## src/rtl/mem_wb_stage.sv

```systemverilog
// rtl/mem_wb_stage.sv - MEM/WB pipeline register and register-file write-back formatter (optional trace ports: WB_TRACE_EN)
module mem_wb_stage #(
    parameter int n = 32,
    parameter int m = 5
) (
    input  logic         clk,
    input  logic         rst,
    input  logic         stall,
    input  logic         flush,
    input  logic         mem_valid,
    input  logic         mem_regwrite,
    input  logic         mem_to_reg,
    input  logic [2:0]   mem_load_type,
    input  logic [m-1:0] mem_waddr,
    input  logic [n-1:0] mem_alu_result,
    input  logic [n-1:0] mem_rdata,
`ifdef WB_TRACE_EN
    input  logic [n-1:0] mem_pc,
    output logic [n-1:0] debug_wb_pc,
    output logic [3:0]   debug_wb_rf_wen,
    output logic [m-1:0] debug_wb_rf_wnum,
    output logic [n-1:0] debug_wb_rf_wdata,
`endif
    output logic [m-1:0] RF_address_write,
    output logic [n-1:0] RF_data_write,
    output logic         RFWr,
    output logic         wb_misalign,
    output logic [31:0]  wb_retired
);

    localparam logic [2:0] LT_LW  = 3'b000;
    localparam logic [2:0] LT_LB  = 3'b001;
    localparam logic [2:0] LT_LBU = 3'b010;
    localparam logic [2:0] LT_LH  = 3'b011;
    localparam logic [2:0] LT_LHU = 3'b100;

    logic         r_valid;
    logic         r_regwrite;
    logic         r_to_reg;
    logic [2:0]   r_load_type;
    logic [m-1:0] r_waddr;
    logic [n-1:0] r_alu;
    logic [n-1:0] r_rdata;
    logic [31:0]  r_retired;
`ifdef WB_TRACE_EN
    logic [n-1:0] r_pc;
`endif

    logic [1:0]   w_off;
    logic [7:0]   w_byte;
    logic [15:0]  w_half;
    logic         w_is_lb;
    logic         w_is_lbu;
    logic         w_is_lh;
    logic         w_is_lhu;
    logic         w_is_lw;
    logic [n-1:0] w_load_data;
    logic         w_misalign;

    // Pipeline register: reset clears, flush inserts a bubble (beats stall), stall holds, else capture
    always_ff @(posedge clk) begin
        if (rst) begin
            r_valid     <= 1'b0;
            r_regwrite  <= 1'b0;
            r_to_reg    <= 1'b0;
            r_load_type <= 3'b000;
            r_waddr     <= '0;
            r_alu       <= '0;
            r_rdata     <= '0;
        end else if (flush) begin
            r_valid     <= 1'b0;
        end else if (!stall) begin
            r_valid     <= mem_valid;
            r_regwrite  <= mem_regwrite;
            r_to_reg    <= mem_to_reg;
            r_load_type <= mem_load_type;
            r_waddr     <= mem_waddr;
            r_alu       <= mem_alu_result;
            r_rdata     <= mem_rdata;
        end
    end

`ifdef WB_TRACE_EN
    // Trace PC follows the same reset/flush/stall/capture rules as the other fields
    always_ff @(posedge clk) begin
        if (rst) begin
            r_pc <= '0;
        end else if (!flush && !stall) begin
            r_pc <= mem_pc;
        end
    end
`endif

    // Retired counter: the entry leaving WB counts whenever the stage advances, even if its write is suppressed
    always_ff @(posedge clk) begin
        if (rst) begin
            r_retired <= '0;
        end else if (r_valid && !stall) begin
            r_retired <= r_retired + 32'd1;
        end
    end

    // Load alignment, extension and write-enable qualification, purely from registered state
    always_comb begin
        w_off    = r_alu[1:0];
        w_is_lb  = (r_load_type == LT_LB);
        w_is_lbu = (r_load_type == LT_LBU);
        w_is_lh  = (r_load_type == LT_LH);
        w_is_lhu = (r_load_type == LT_LHU);
        w_is_lw  = !(w_is_lb || w_is_lbu || w_is_lh || w_is_lhu);

        case (w_off)
            2'd0:    w_byte = r_rdata[7:0];
            2'd1:    w_byte = r_rdata[15:8];
            2'd2:    w_byte = r_rdata[23:16];
            default: w_byte = r_rdata[31:24];
        endcase
        w_half = w_off[1] ? r_rdata[31:16] : r_rdata[15:0];

        if (w_is_lb) begin
            w_load_data = {{(n-8){w_byte[7]}}, w_byte};
        end else if (w_is_lbu) begin
            w_load_data = {{(n-8){1'b0}}, w_byte};
        end else if (w_is_lh) begin
            w_load_data = {{(n-16){w_half[15]}}, w_half};
        end else if (w_is_lhu) begin
            w_load_data = {{(n-16){1'b0}}, w_half};
        end else begin
            w_load_data = r_rdata;
        end

        w_misalign = r_valid && r_to_reg &&
                     ((w_is_lw && (w_off != 2'd0)) || ((w_is_lh || w_is_lhu) && w_off[0]));
    end

    assign RF_address_write = r_waddr;
    assign RF_data_write    = r_to_reg ? w_load_data : r_alu;
    // The register file does not guard $0, so the write is dropped here
    assign RFWr             = r_valid && r_regwrite && (r_waddr != '0) && !w_misalign;
    assign wb_misalign      = w_misalign;
    assign wb_retired       = r_retired;

`ifdef WB_TRACE_EN
    assign debug_wb_pc       = r_pc;
    assign debug_wb_rf_wen   = {4{RFWr}};
    assign debug_wb_rf_wnum  = r_waddr;
    assign debug_wb_rf_wdata = RF_data_write;
`endif

endmodule

```

## config.mk

```make
export PLATFORM = sky130hd
export DESIGN_NAME = mem_wb_stage
export DESIGN_NICKNAME = d
export VERILOG_FILES = /design/src/rtl/mem_wb_stage.sv
export SDC_FILE = /design/constraint.sdc
export NUM_CORES = 1
export LEC_CHECK = 0
export ABC_AREA = 1
export BUFFER_PORTS_ARGS = -buffer_cell sky130_fd_sc_hd__buf_2
export CAP_MARGIN = 20
export CORE_AREA = 2 2 152 154
export CTS_CLUSTER_DIAMETER = 200
export DETAILED_ROUTE_END_ITERATION = 8
export DIE_AREA = 0 0 154 156
export HOLD_SLACK_MARGIN = 0.1
export PLACE_DENSITY = 0.53
export SLEW_MARGIN = 5
export SYNTH_ARGS = -nofsm -noshare
export SYNTH_HDL_FRONTEND = slang
export SYNTH_SLANG_ARGS = --single-unit
```

## constraint.sdc

```tcl
create_clock -name clk -period 1.9 [get_ports clk]
set_clock_uncertainty 0.1 [all_clocks]
set_input_delay 0.38 -clock clk [delete_from_list [all_inputs] [get_ports clk]]
set_output_delay 0.38 -clock clk [all_outputs]
set_load 0.01 [all_outputs]
```

Yosys cells after proc, flatten, opt, wreduce, memory -nomap -nowiden

Index checks and enable logic that the tools add are counted.

Add/subtract/negate cells: 1
Equality and inequality tests: 6
Multiplexer cells: 7
Bitwise gates (word level): 2
Reductions and logical operators: 21

Operators with widths:

| operator              | number |
|---|---|
| $mux 32               | 5 |
| $add 32x1->32 const B | 1 |
| $pmux 8 s3            | 1 |
| $mux 16               | 1 |
| $logic_and 1x1->1     | 8 |
| $eq 3x2->1 const B    | 2 |
| $logic_or 1x1->1      | 5 |
| $reduce_bool 5->1     | 1 |
| $eq 3x1->1 const B    | 1 |
| $eq 3x3->1 const B    | 1 |
| $logic_not 1->1       | 3 |
| $eq 2x1->1 const B    | 1 |
| $eq 2x2->1 const B    | 1 |
| $logic_not 2->1       | 1 |
| $not 1->1             | 2 |
| $reduce_and 2->1      | 1 |
| $reduce_bool 2->1     | 1 |
| $reduce_or 2->1       | 1 |

Register bits after elaboration: 107
Output and inout port bits: 71
Word-level logic and storage cells: 45

Longest topological paths before layout

Depth after elaboration: 10
Gate-level depth with buffers: 10

Worst setup path before layout

OpenSTA, ideal clock, no wires.

Kind: register to output
Start point: register r_alu[1]
End point: output RF_data_write[21]
Arrival time: 1294 ps
Required time: 1420 ps
Path slack: 126 ps
Stages on the path, launching flop included: 9
Buffers on the path: 3
Cell sequence: dfxtp_1 > buf_4 > inv_2 > buf_6 > nand3_1 > nand4_2 > nand3_4 > buf_6 > a21oi_1

Cells in the longest elaborated chain, start to end: 5
Elaborated cells between the ends (all ways): 9
Classes of those cells: eq/ne: 2; mux: 6; reduce/logical: 1

Ends and longest elaborated chain:

| element                | line | source |
|---|---|---|
| start, declared        | 42   | `logic [n-1:0] r_alu;` |
| start signal, assigned | 78   | `r_alu <= mem_alu_result;` |
| $mux 16                | 118  | `w_half = w_off[1] ? r_rdata[31:16] : r_rdata[15:0];` |
| $mux 32                | 124  | `end else if (w_is_lh) begin` |
| $mux 32                | 122  | `end else if (w_is_lbu) begin` |
| $mux 32 *              | 120  | `if (w_is_lb) begin` |
| $mux 32 *              | 137  | `assign RF_data_write = r_to_reg ? w_load_data : r_alu;` |
| end, declared          | 25   | `output logic [n-1:0] RF_data_write,` |

Mark *: on every way between the ends. The rest lies on a longest branch, timed or not.

Worst setup path after layout

Start point: register r_load_type[2]
End point: output RF_data_write[25]

Cells in the longest elaborated chain, start to end: 6
Elaborated cells between the ends (all ways): 9
Classes of those cells: eq/ne: 4; mux: 5

Ends and longest elaborated chain:

| element                | line | source |
|---|---|---|
| start, declared        | 40   | `logic [2:0] r_load_type;` |
| start signal, assigned | 76   | `r_load_type <= mem_load_type;` |
| $eq 3x3->1             | 109  | `w_is_lhu = (r_load_type == LT_LHU);` |
| $mux 32                | 126  | `end else if (w_is_lhu) begin` |
| $mux 32                | 124  |  |
| $mux 32                | 122  |  |
| $mux 32 *              | 120  |  |
| $mux 32 *              | 137  |  |

Marked as above.

==> reports/summary.txt <==
Status -> finished, violations left
Failing checks -> negative setup slack
Max-cap violation count -> 0
Mapped cell area -> 0.00554 mm^2
Total power -> 5.41 mW
Yosys top cell area share -> 38.7%
Post-synth net total -> 947
Final setup fails -> 34
Int Power -> 3.78 mW
VDD IR max -> 0.425 mV
Switching part of the total power -> 30.1%
Drt wl/cell -> 15.4 um
DR DRC count -> 0
Minimum clock period -> 2.24 ns
Pin count of the biggest net entering global routing -> 61
Net Switching -> 1.63 mW
Crit Reg-Reg Endpoint -> wb_retired[23]
Num CTS Buffers -> 9
Hold endpoint -> r_alu[19]
Mapped Avg Cell Area -> 6.39 um^2
Layer with the highest usage -> met2
Hold Startpoint -> mem_alu_result[19]
CTS tree -> yes
Hold_buf cts -> 0
Cell mode on critical path -> nand3_4
Critical Path Max Stage Delay -> 0.37 ns
Power per Cell Area -> 702 mW/mm^2
DR vias -> 6185
Crit path launch -> r_load_type[2]
CP max stage cell -> dfxtp_4
Reg2Reg Launch Point -> wb_retired[7]
Leakage -> 3.59 nW
Top-count cell post-synth -> nor2_1
Hold Path Cell Cnt -> 3
Worst-Skew Late Latency -> 0.37 ns
CP Cell Sequence -> inv_6 > nand3_4 > buf_4 > inv_2 > nand3_4 > buf_12 > a21oi_1 > buf_2
Slew headroom -> 61.4%
Max Clk Rate -> 0.446 GHz
M2 GR Usage -> 29.7%
Final wirelength -> 20600 um
CP Class -> register to primary output
Gpl congestion -> 0.922
Die area -> 0.0240 mm^2
Final Hold Vio Count -> 0
Post-synth EDFFs -> 0
Syn. warnings -> 0
Max clock buf depth -> 2
Root Buffer -> clkbuf_16
Number of global-route vias before repair -> 5931
DRT antenna net count -> 0
Worst Tran Pin Value -> 0.579 ns
R2r setup slk -> 0.23 ns
Yosys reg bits -> 107
IO Pins -> 150
H-tree Lvls -> 3
Detail Placement HPWL -> 15300 um
Initial Utilization -> 24.8%
Critical Path AT -> 1.76 ns
Total global routing overflow -> 0
Synth top cells by count -> 225 x nor2_1, 142 x nand2_1, 107 x dfxtp_1
Sequential fraction of design power -> 45.2%
Initial antenna violation count -> 3
Ratio of cells with drive above 1 in the final layout -> 30.9%
Final Net Count -> 1127
Die Ht -> 156 um
Slew Limit Fails -> 0
Post-Layout Inst Area -> 0.00771 mm^2
RSZ-0062 raised after global routing -> yes
Sequential fraction of the synthesis area -> 38.7%
GR Util All Layers -> 17.0%
Synth area leaders -> dfxtp_1 39%, nor2_1 15%, nand2_1 9.6%
Post-synth cell types -> 31
Die W -> 154 um
Tcrit/Tclk final -> 118%
R2R depth -> 8
Ys async rst share -> 0%
Worst setup margin -> -0.343 ns
Post-synth top flop -> dfxtp_1
Min-delay worst type -> input pin to register
Avg Vias per Cell -> 4.62
Clock share of power -> 35.1%
Port bufs -> 149
Logic pwr share -> 19.7%
Placed inst area -> 0.00691 mm^2
Pre-antenna DRT Iters -> 5
Reg clk slew, reported paths -> 0.08 ns
GR Layer Usage met1 -> 20.5%
Met3 Use GR -> 3.67%
First-pass GRT wire length -> 32000 um
Hold slack final -> 0.138 ns
Critical Path RT -> 1.42 ns
Post-Syn Instances -> 867
Iter 0 DRT Violations -> 307
# rows -> 55
Area delta synth->final -> 39.3%
CP Capture Type -> primary output
Largest area contributor in the netlist -> dfxtp_1
CORE AREA -> 0.0224 mm^2
CP Max Fanout -> 16
Setup crit start kind -> register
# clock sinks -> 107
-- cells by family after synthesis --
| kind of cell | after synthesis | synth area share, % |
|---|---|---|
| XOR/XNOR | 3 | 0.475 |
| adder cells (fa/ha/maj) | 1 | 0.226 |
| buffers and inverters | 104 | 7.66 |
| AO/OA/AOI/OAI | 174 | 15.9 |
| flip-flops | 107 | 38.7 |
| AND/OR/NAND/NOR | 478 | 37.1 |
-- power groups by stage --
stage / registers [mW] / clock network [mW] / logic [mW]
after CTS: 2.44 / 1.98 / 1.03
after global placement: 2.49 / 0 / 0.924
after floorplan: 2.45 / 0 / 0.508
after detailed placement: 2.49 / 0 / 0.927
final: 2.45 / 1.90 / 1.07
after global routing: 2.46 / 2.06 / 1.17
-- worst max-delay path by stage --
stage | end | slack [ns] | cells past startpoint
floorplan | RF_data_write[21] | 0.13 | 8
global placement | RF_data_write[28] | -0.06 | 9
detailed placement | RF_data_write[31] | -0.08 | 9
CTS | RF_data_write[31] | -0.33 | 9
global route | RF_data_write[11] | -0.42 | 9
finish | RF_data_write[25] | -0.34 | 8
-- cell usage in the layout (no fill, tap or decap), drive strengths merged, types with 11 or more instances in the layout --
master / n
o21ai: 92
nor2: 233
inv: 61
clkbuf: 11
nand3: 76
nand4: 15
nand2: 147
buf: 214
dfxtp: 107
a21oi: 78
-- critical path, delay by kind of cell (launching register included) --
kind / cells / cell delay (ns)
AOI/OAI and AO/OA: 1 / 0.19
buffers and inverters: 5 / 0.63
and+or+nand+nor: 2 / 0.21
DFF: 1 / 0.37
-- stage by stage --
stage	setup slack (ns)	std cells	TNS, ns	utilization (%)
final	-0.343	1339	-9.26	34.5
after global routing	-0.418	1337	-12.21	34.5
after CTS	-0.334	1337	-9.62	33.9
after detailed placement	-0.0815	1305	-0.668	30.9
after global placement	-0.0644	1305	-0.387	30.9
after floorplan	0.126	867	0	-
-- metal layers --
metal	vias to the layer above	wire length (um)
met3	27	1000
met4	2	525
met2	152	10100
met5	-	13
met1	2828	8910
li1	3176	-
-- area by class of cell --
type / count / area (um^2)
timing repair buffer: 214 / 1380
antenna: 2 / 5.00
multi-input combinational: 656 / 3280
inverter: 59 / 236
tap: 285 / 357
clock inverter: 5 / 42.5
clock buffer: 11 / 253
sequential: 107 / 2160
fill: 2421 / 14700
-- repair_timing --
action | CTS | global route
buffers inserted | 13 | 1
cloned | 3 | 0
pin swaps | 22 | 10
resized for setup | 79 | 32
setup endpoints to repair | 34 | 34
endpoints found under the hold margin | 0 | 0
(Power assumes the default switching activity.)
